## config.mk

```make
export PLATFORM = sky130hd
export DESIGN_NAME = muldiv_sequencer
export DESIGN_NICKNAME = d
export VERILOG_FILES = /design/src/rtl/muldiv_sequencer.sv
export SDC_FILE = /design/constraint.sdc
export NUM_CORES = 1
export LEC_CHECK = 0
export ABC_AREA = 1
export CAP_MARGIN = 20
export CORE_MARGIN = 3
export CORE_UTILIZATION = 24
export DETAILED_ROUTE_END_ITERATION = 8
export SETUP_SLACK_MARGIN = 0.3
export SLEW_MARGIN = 20
export SYNTH_ARGS = -nofsm -noshare
export SYNTH_HDL_FRONTEND = slang
export SYNTH_SLANG_ARGS = --single-unit
```

## constraint.sdc

```tcl
create_clock -name clk -period 3.4 [get_ports clk]
set_input_delay 0.34 -clock clk [delete_from_list [all_inputs] [get_ports clk]]
set_output_delay 0.34 -clock clk [all_outputs]
set_load 0.005 [all_outputs]
```

## src/rtl/muldiv_sequencer.sv

```systemverilog
// Iterative radix-2 HI/LO multiply/divide unit with its sequencing FSM for the MIPS pipeline.
// Latency: WIDTH+2 edges from start to done (2 edges for a zero divisor; shorter multiplies with early-out).
// Backpressure: stall holds new mul/div and HI/LO consumers/writers in EX while busy; no internal queuing.
//
// Ports:
//   clk, rst_n              clock (rising edge), asynchronous active-low reset
//   start, op, rs_val, rt_val  mul/div issue: op 00 MULT, 01 MULTU, 10 DIV, 11 DIVU
//   flush                   abandon current operation, HI/LO untouched
//   hi_we, lo_we, wdata     MTHI/MTLO writes (taken only when idle and not starting)
//   rd_hilo                 EX holds MFHI/MFLO
//   busy, stall, done, div0 status; done/div0 are one-cycle pulses
//   hi, lo                  architectural HI/LO registers
//
// Optional build macro MULDIV_EARLY_OUT_EN: multiplies finish as soon as the
// remaining multiplier bits are all zero (including a zero multiplier at issue).

module muldiv_sequencer #(
  parameter int WIDTH = 32,
  parameter int CNT_W = 6
) (
  input  logic             clk,
  input  logic             rst_n,
  input  logic             start,
  input  logic [1:0]       op,
  input  logic [WIDTH-1:0] rs_val,
  input  logic [WIDTH-1:0] rt_val,
  input  logic             flush,
  input  logic             hi_we,
  input  logic             lo_we,
  input  logic [WIDTH-1:0] wdata,
  input  logic             rd_hilo,
  output logic             busy,
  output logic             stall,
  output logic             done,
  output logic             div0,
  output logic [WIDTH-1:0] hi,
  output logic [WIDTH-1:0] lo
);

  typedef enum logic [1:0] {
    IDLE = 2'd0,
    CALC = 2'd1,
    FIX  = 2'd2
  } state_t;

  state_t state;

  // Multiply uses acc/mcand/mplier; divide reuses mplier as the quotient
  // shift register (initially holding the dividend) alongside rem/divisor.
  logic [2*WIDTH-1:0] acc;
  logic [2*WIDTH-1:0] mcand;
  logic [WIDTH-1:0]   mplier;
  logic [WIDTH:0]     rem;
  logic [WIDTH-1:0]   divisor;
  logic [CNT_W-1:0]   cnt;
  logic               is_div;
  logic               res_neg;
  logic               dvd_neg;
  logic               is_div0;

  // ---------------- issue-time operand conditioning ----------------
  logic             op_signed;
  logic             rs_neg;
  logic             rt_neg;
  logic [WIDTH-1:0] rs_mag;
  logic [WIDTH-1:0] rt_mag;

  assign op_signed = ~op[0];
  assign rs_neg    = op_signed & rs_val[WIDTH-1];
  assign rt_neg    = op_signed & rt_val[WIDTH-1];
  assign rs_mag    = rs_neg ? -rs_val : rs_val;
  assign rt_mag    = rt_neg ? -rt_val : rt_val;

  // ---------------- per-iteration datapath ----------------
  logic [2*WIDTH-1:0] acc_nxt;
  logic [WIDTH-1:0]   mplier_shr;
  logic [WIDTH:0]     rem_sh;
  logic               rem_ge;
  logic [WIDTH:0]     rem_nxt;
  logic [WIDTH-1:0]   quo_nxt;

  assign acc_nxt    = mplier[0] ? (acc + mcand) : acc;
  assign mplier_shr = mplier >> 1;

  // Restoring step: bring the next dividend bit into the partial remainder.
  // rem carries one extra bit so the shifted value never overflows.
  assign rem_sh  = {rem[WIDTH-1:0], mplier[WIDTH-1]};
  assign rem_ge  = (rem_sh >= {1'b0, divisor});
  assign rem_nxt = rem_ge ? (rem_sh - {1'b0, divisor}) : rem_sh;
  assign quo_nxt = {mplier[WIDTH-2:0], rem_ge};

  // ---------------- sign fix-up ----------------
  logic [2*WIDTH-1:0] prod_fix;
  logic [WIDTH-1:0]   rem_lo;
  logic [WIDTH-1:0]   quo_fix;
  logic [WIDTH-1:0]   rem_fix;

  assign prod_fix = res_neg ? -acc : acc;
  assign rem_lo   = rem[WIDTH-1:0];
  assign quo_fix  = res_neg ? -mplier : mplier;
  // Remainder follows the dividend's sign (truncating division).
  assign rem_fix  = dvd_neg ? -rem_lo : rem_lo;

  // Early-out decisions, resolved once here so the FSM stays build-agnostic.
  logic mul_zero_at_issue;
  logic mul_calc_exit;

`ifdef MULDIV_EARLY_OUT_EN
  assign mul_zero_at_issue = (rt_val == '0);
  assign mul_calc_exit     = (cnt == '0) || (mplier_shr == '0);
`else
  assign mul_zero_at_issue = 1'b0;
  assign mul_calc_exit     = (cnt == '0);
`endif

  assign stall = busy & (start | rd_hilo | hi_we | lo_we);

  always_ff @(posedge clk or negedge rst_n) begin
    if (!rst_n) begin
      state   <= IDLE;
      busy    <= 1'b0;
      done    <= 1'b0;
      div0    <= 1'b0;
      hi      <= '0;
      lo      <= '0;
      cnt     <= '0;
      acc     <= '0;
      mcand   <= '0;
      mplier  <= '0;
      rem     <= '0;
      divisor <= '0;
      is_div  <= 1'b0;
      res_neg <= 1'b0;
      dvd_neg <= 1'b0;
      is_div0 <= 1'b0;
    end else begin
      done <= 1'b0;
      div0 <= 1'b0;

      // MTHI/MTLO only land while idle; busy is low in FIX-free cycles, so
      // these never collide with the result write below.
      if (!busy && !start) begin
        if (hi_we) hi <= wdata;
        if (lo_we) lo <= wdata;
      end

      if (flush) begin
        state <= IDLE;
        busy  <= 1'b0;
      end else begin
        case (state)
          IDLE: begin
            if (start) begin
              is_div  <= op[1];
              res_neg <= rs_neg ^ rt_neg;
              dvd_neg <= rs_neg;
              is_div0 <= 1'b0;
              cnt     <= CNT_W'(WIDTH - 1);
              acc     <= '0;
              rem     <= '0;
              busy    <= 1'b1;
              if (op[1]) begin
                divisor <= rt_mag;
                mplier  <= rs_mag;
                mcand   <= '0;
                if (rt_val == '0) begin
                  // Zero divisor: raw dividend to HI, all ones to LO.
                  is_div0 <= 1'b1;
                  rem     <= {1'b0, rs_val};
                  mplier  <= '1;
                  state   <= FIX;
                end else begin
                  state   <= CALC;
                end
              end else begin
                divisor <= '0;
                mcand   <= {{WIDTH{1'b0}}, rs_mag};
                mplier  <= rt_mag;
                state   <= mul_zero_at_issue ? FIX : CALC;
              end
            end
          end

          CALC: begin
            cnt <= cnt - CNT_W'(1);
            if (is_div) begin
              rem    <= rem_nxt;
              mplier <= quo_nxt;
              if (cnt == '0) state <= FIX;
            end else begin
              acc    <= acc_nxt;
              mcand  <= mcand << 1;
              mplier <= mplier_shr;
              if (mul_calc_exit) state <= FIX;
            end
          end

          FIX: begin
            if (is_div0) begin
              hi <= rem_lo;
              lo <= mplier;
            end else if (is_div) begin
              hi <= rem_fix;
              lo <= quo_fix;
            end else begin
              {hi, lo} <= prod_fix;
            end
            done  <= 1'b1;
            div0  <= is_div0;
            busy  <= 1'b0;
            state <= IDLE;
          end

          default: begin
            state <= IDLE;
            busy  <= 1'b0;
          end
        endcase
      end
    end
  end

endmodule

```

==> results by group <==
Timing
  – Final setup vio count: 0
  – F_max: 324 MHz
  – Slew HR: 0.296
  – Slew Limit Fails: 0
  – RSZ-0062 raised after global routing: false
  – Setup Skew: 0.0445 ns
  – Minimum clock period: 3.08 ns
  – Setup TNS: 0 ns
  – Final Hold Viols: 0
  – Period utilization: 0.907
  – Worst-Margin Slew: 1.04 ns

Synth
  – Synth warn: 0
  – Gate count of the mapped netlist: 4,703
  – Area leader, netlist: dfrtp_1
  – Async set or reset register ratio after synthesis: 1.00
  – Mean area per synthesized cell: 6.00 um2
  – Number of flops mapped to enable cells by yosys: 0
  – Ys flop type: dfrtp_1
  – Synthesized Nets: 4,912
  – Yosys top cell area share: 0.269
  – Mapped Area: 0.0282 mm2
  – Post-synth cell types: 61
  – Post-synthesis register bit count: 303
  – Synth top area cells: dfrtp_1, nand2_1, inv_1
  – Sequential-to-total area share from yosys stat: 0.269

Clock tree
  – Root Driver: clkbuf_16
  – Clock Path Buffers: 3
  – Post-CTS setup repair buffer count: 0
  – Clock slew at reported path FFs: 0.06 ns
  – Clk sinks: 303
  – CTS buffer count: 40
  – CTS tree: built
  – Clock latency on the worst-skew pair: 0.60 ns
  – H-Tree Depth: 2

Worst setup path
  – Crit Path Max Fanout: 8
  – WS Path Type: register to register
  – Crit path required time: 3.90 ns
  – CP startpoint kind: register
  – Worst-path cell chain: nor2_1, nand3_1, nor3_1, nand3_1, nand2_1, nand2_1, nand2_1, nand3_1, nand3_1, nand2_1, inv_1
  – CP Capture Type: register
  – Slowest-stage cell, CP: nor3_1
  – Data arrival time of the critical path: 3.59 ns
  – CP max stage delay: 0.61 ns

Worst hold path
  – Min-delay worst type: input pin to asynchronous set/reset pin

Finish
  – Total Nets Final: 5,084
  – Non-Filler Instances: 6,428
  – Layout cells sized above 1: 0.0526
  – Fin area: 0.0334 mm2
  – P&R area growth vs syn: 18.3%
  – Fillcell total: 13,089

Placement
  – PortBufs: 172
  – Post-Place Cells: 6,356
  – Routability congestion estimate: 0.990
  – Placed instance area: 0.0321 mm2
  – DP HPWL: 124 mm

Floorplan
  – Row Count: 125
  – Top Ports: 173
  – Placeable Area: 0.117 mm2
  – Die Wd: 349 um
  – Chip Height: 349 um
  – Starting density of the core: 0.242
  – Die Footprint: 0.122 mm2

Global routing
  – Initial antenna violation count: 8
  – GRT Overall Usage: 0.242
  – Global-route wire length before repair: 217 mm
  – Largest net degree at the start of global routing: 82
  – Number of global-route vias before repair: 31,011
  – GR Overflow Total: 0

Route
  – Drt first pass iters: 6
  – Drt via density: 5.21
  – ANT nets after route: 0
  – Drt wl/cell: 23.7 um
  – Detailed Route Iter0 Violations: 4,532
  – Total number of vias: 33,520
  – Total Wirelength: 152 mm
  – DRC: 0

Run status
  – Status: complete, no violations

Pwr
  – VDD IR max: 0.425 mV
  – PwrDens: 779 mW/mm2
  – Leak pwr: 0.0162 uW

Flow run
  – Max_cap viols: 0
## flip-flops by register name, summed over array words and instances, names as in the netlist
register  cells
dvd_neg       1
acc          64
divisor      32
cnt           6
mcand        64
rem          32
lo           32
state         2
is_div        1
done          1
is_div0       1
hi           32
busy          1
res_neg       1
mplier       32
div0          1
## synth_stat cells, types with 24 or more instances
master,number
dfrtp_1,303
clkbuf_1,86
nor3_1,44
a21oi_1,330
a22oi_1,52
ha_1,102
nand2_1,1387
buf_2,31
o22ai_1,63
nand4_1,55
inv_1,615
o21ai_0,311
nor2_1,575
nand3_1,428
a221oi_1,24
xor2_1,43
## stage by stage
| stage | power, uW | setup slack (ns) | hold WS [ns] | util |
|---|---|---|---|---|
| 6_report | 26000 | 0.316 | 0.325 | 0.287 |
| 3_3_place_gp | 21200 | 0.253 | 0.408 | 0.275 |
| 3_5_place_dp | 21200 | 0.239 | 0.404 | 0.275 |
| 2_1_floorplan | 14500 | 1.21 | 0.0444 | - |
| 4_1_cts | 25600 | 0.306 | 0.373 | 0.286 |
| 5_1_grt | 27500 | 0.305 | 0.406 | 0.287 |
## placed cells by master (no fill, tap or decap), types with 8 or more instances in the layout
master	instances
a21o_1	8
a21oi_1	330
a21oi_2	16
a221oi_1	24
a22oi_1	52
a31oi_1	11
buf_4	97
clkbuf_1	9
clkbuf_16	40
clkbuf_8	8
clkdlybuf4s50_1	171
dfrtp_1	301
ha_1	101
inv_1	615
inv_2	9
nand2_1	1385
nand2_2	10
nand3_1	426
nand3b_1	22
nand4_1	55
nor2_1	572
nor2_2	17
nor3_1	44
o21a_1	9
o21ai_0	311
o21bai_1	21
o22ai_1	63
or2_2	14
xnor2_1	22
xor2_1	43
## what timing repair did
action / in CTS / in global routing
hold buffers: 1 / 0
pin swaps: 0 / 0
resized for setup: 1 / 7
endpoints found under the hold margin: 75 / 0
setup endpoints to repair: 5 / 15
## critical path: cells and delay by family, from the launching register on
kind,cells,cell delay [ns]
AND/OR/NAND/NOR,10,2.44
buffers and inverters,1,0.04
flip-flops,1,0.50
## power by group
group / switching, uW / internal [uW]
clock: 1950 / 2430
sequential: 1500 / 4500
combinational: 10900 / 4700
## path summary, 6_finish.rpt
path	depth (start not counted)	from	to	slack, ns
worst max register to register	11	rem[14]$_DFFE_PN0P_	hi[31]$_DFF_PN0_	0.32
worst min-delay path	2	rst_n	mcand[42]$_DFFE_PN0P_	0.32
worst max-delay path	11	rem[14]$_DFFE_PN0P_	hi[31]$_DFF_PN0_	0.32
max in group asynchronous	3	rst_n	done$_DFF_PN0_	2.03
min in group clk	5	wdata[27]	lo[27]$_DFF_PN0_	0.45
worst min register to register	2	mcand[4]$_DFFE_PN0P_	mcand[4]$_DFFE_PN0P_	0.52
## cells by family (layout without fill, tap and decap cells)
group | Yosys count | in the layout | share of synthesized area
fa+ha+maj | 104 | 104 | 0.0466
mux | 1 | 1 | 0.000399
compound gates | 883 | 883 | 0.177
simple gates | 2575 | 2575 | 0.381
buf+inv | 772 | 972 | 0.106
flops | 303 | 303 | 0.269
other cells | 0 | 1 | 0
xor+xnor | 65 | 65 | 0.0202
## per-layer routing
layer,part of all wire,track usage
met1,0.42,0.328
met2,0.43,0.369
met3,0.095,0.0474
met4,0.053,0.108
met5,0,0
## final cells by class
type / instances / area, um2 / share of cell area
sequential: 303 / 7580 / 0.227
tap: 1524 / 1910 / 0.0571
inverter: 626 / 2350 / 0.0704
multi-input combinational: 3628 / 17700 / 0.530
clock inverter: 13 / 126 / 0.00378
timing repair buffer: 276 / 2580 / 0.0774
clock buffer: 57 / 1140 / 0.0343
antenna: 1 / 2.50 / 0.0000749
Power figures use the tool's default switching activity.
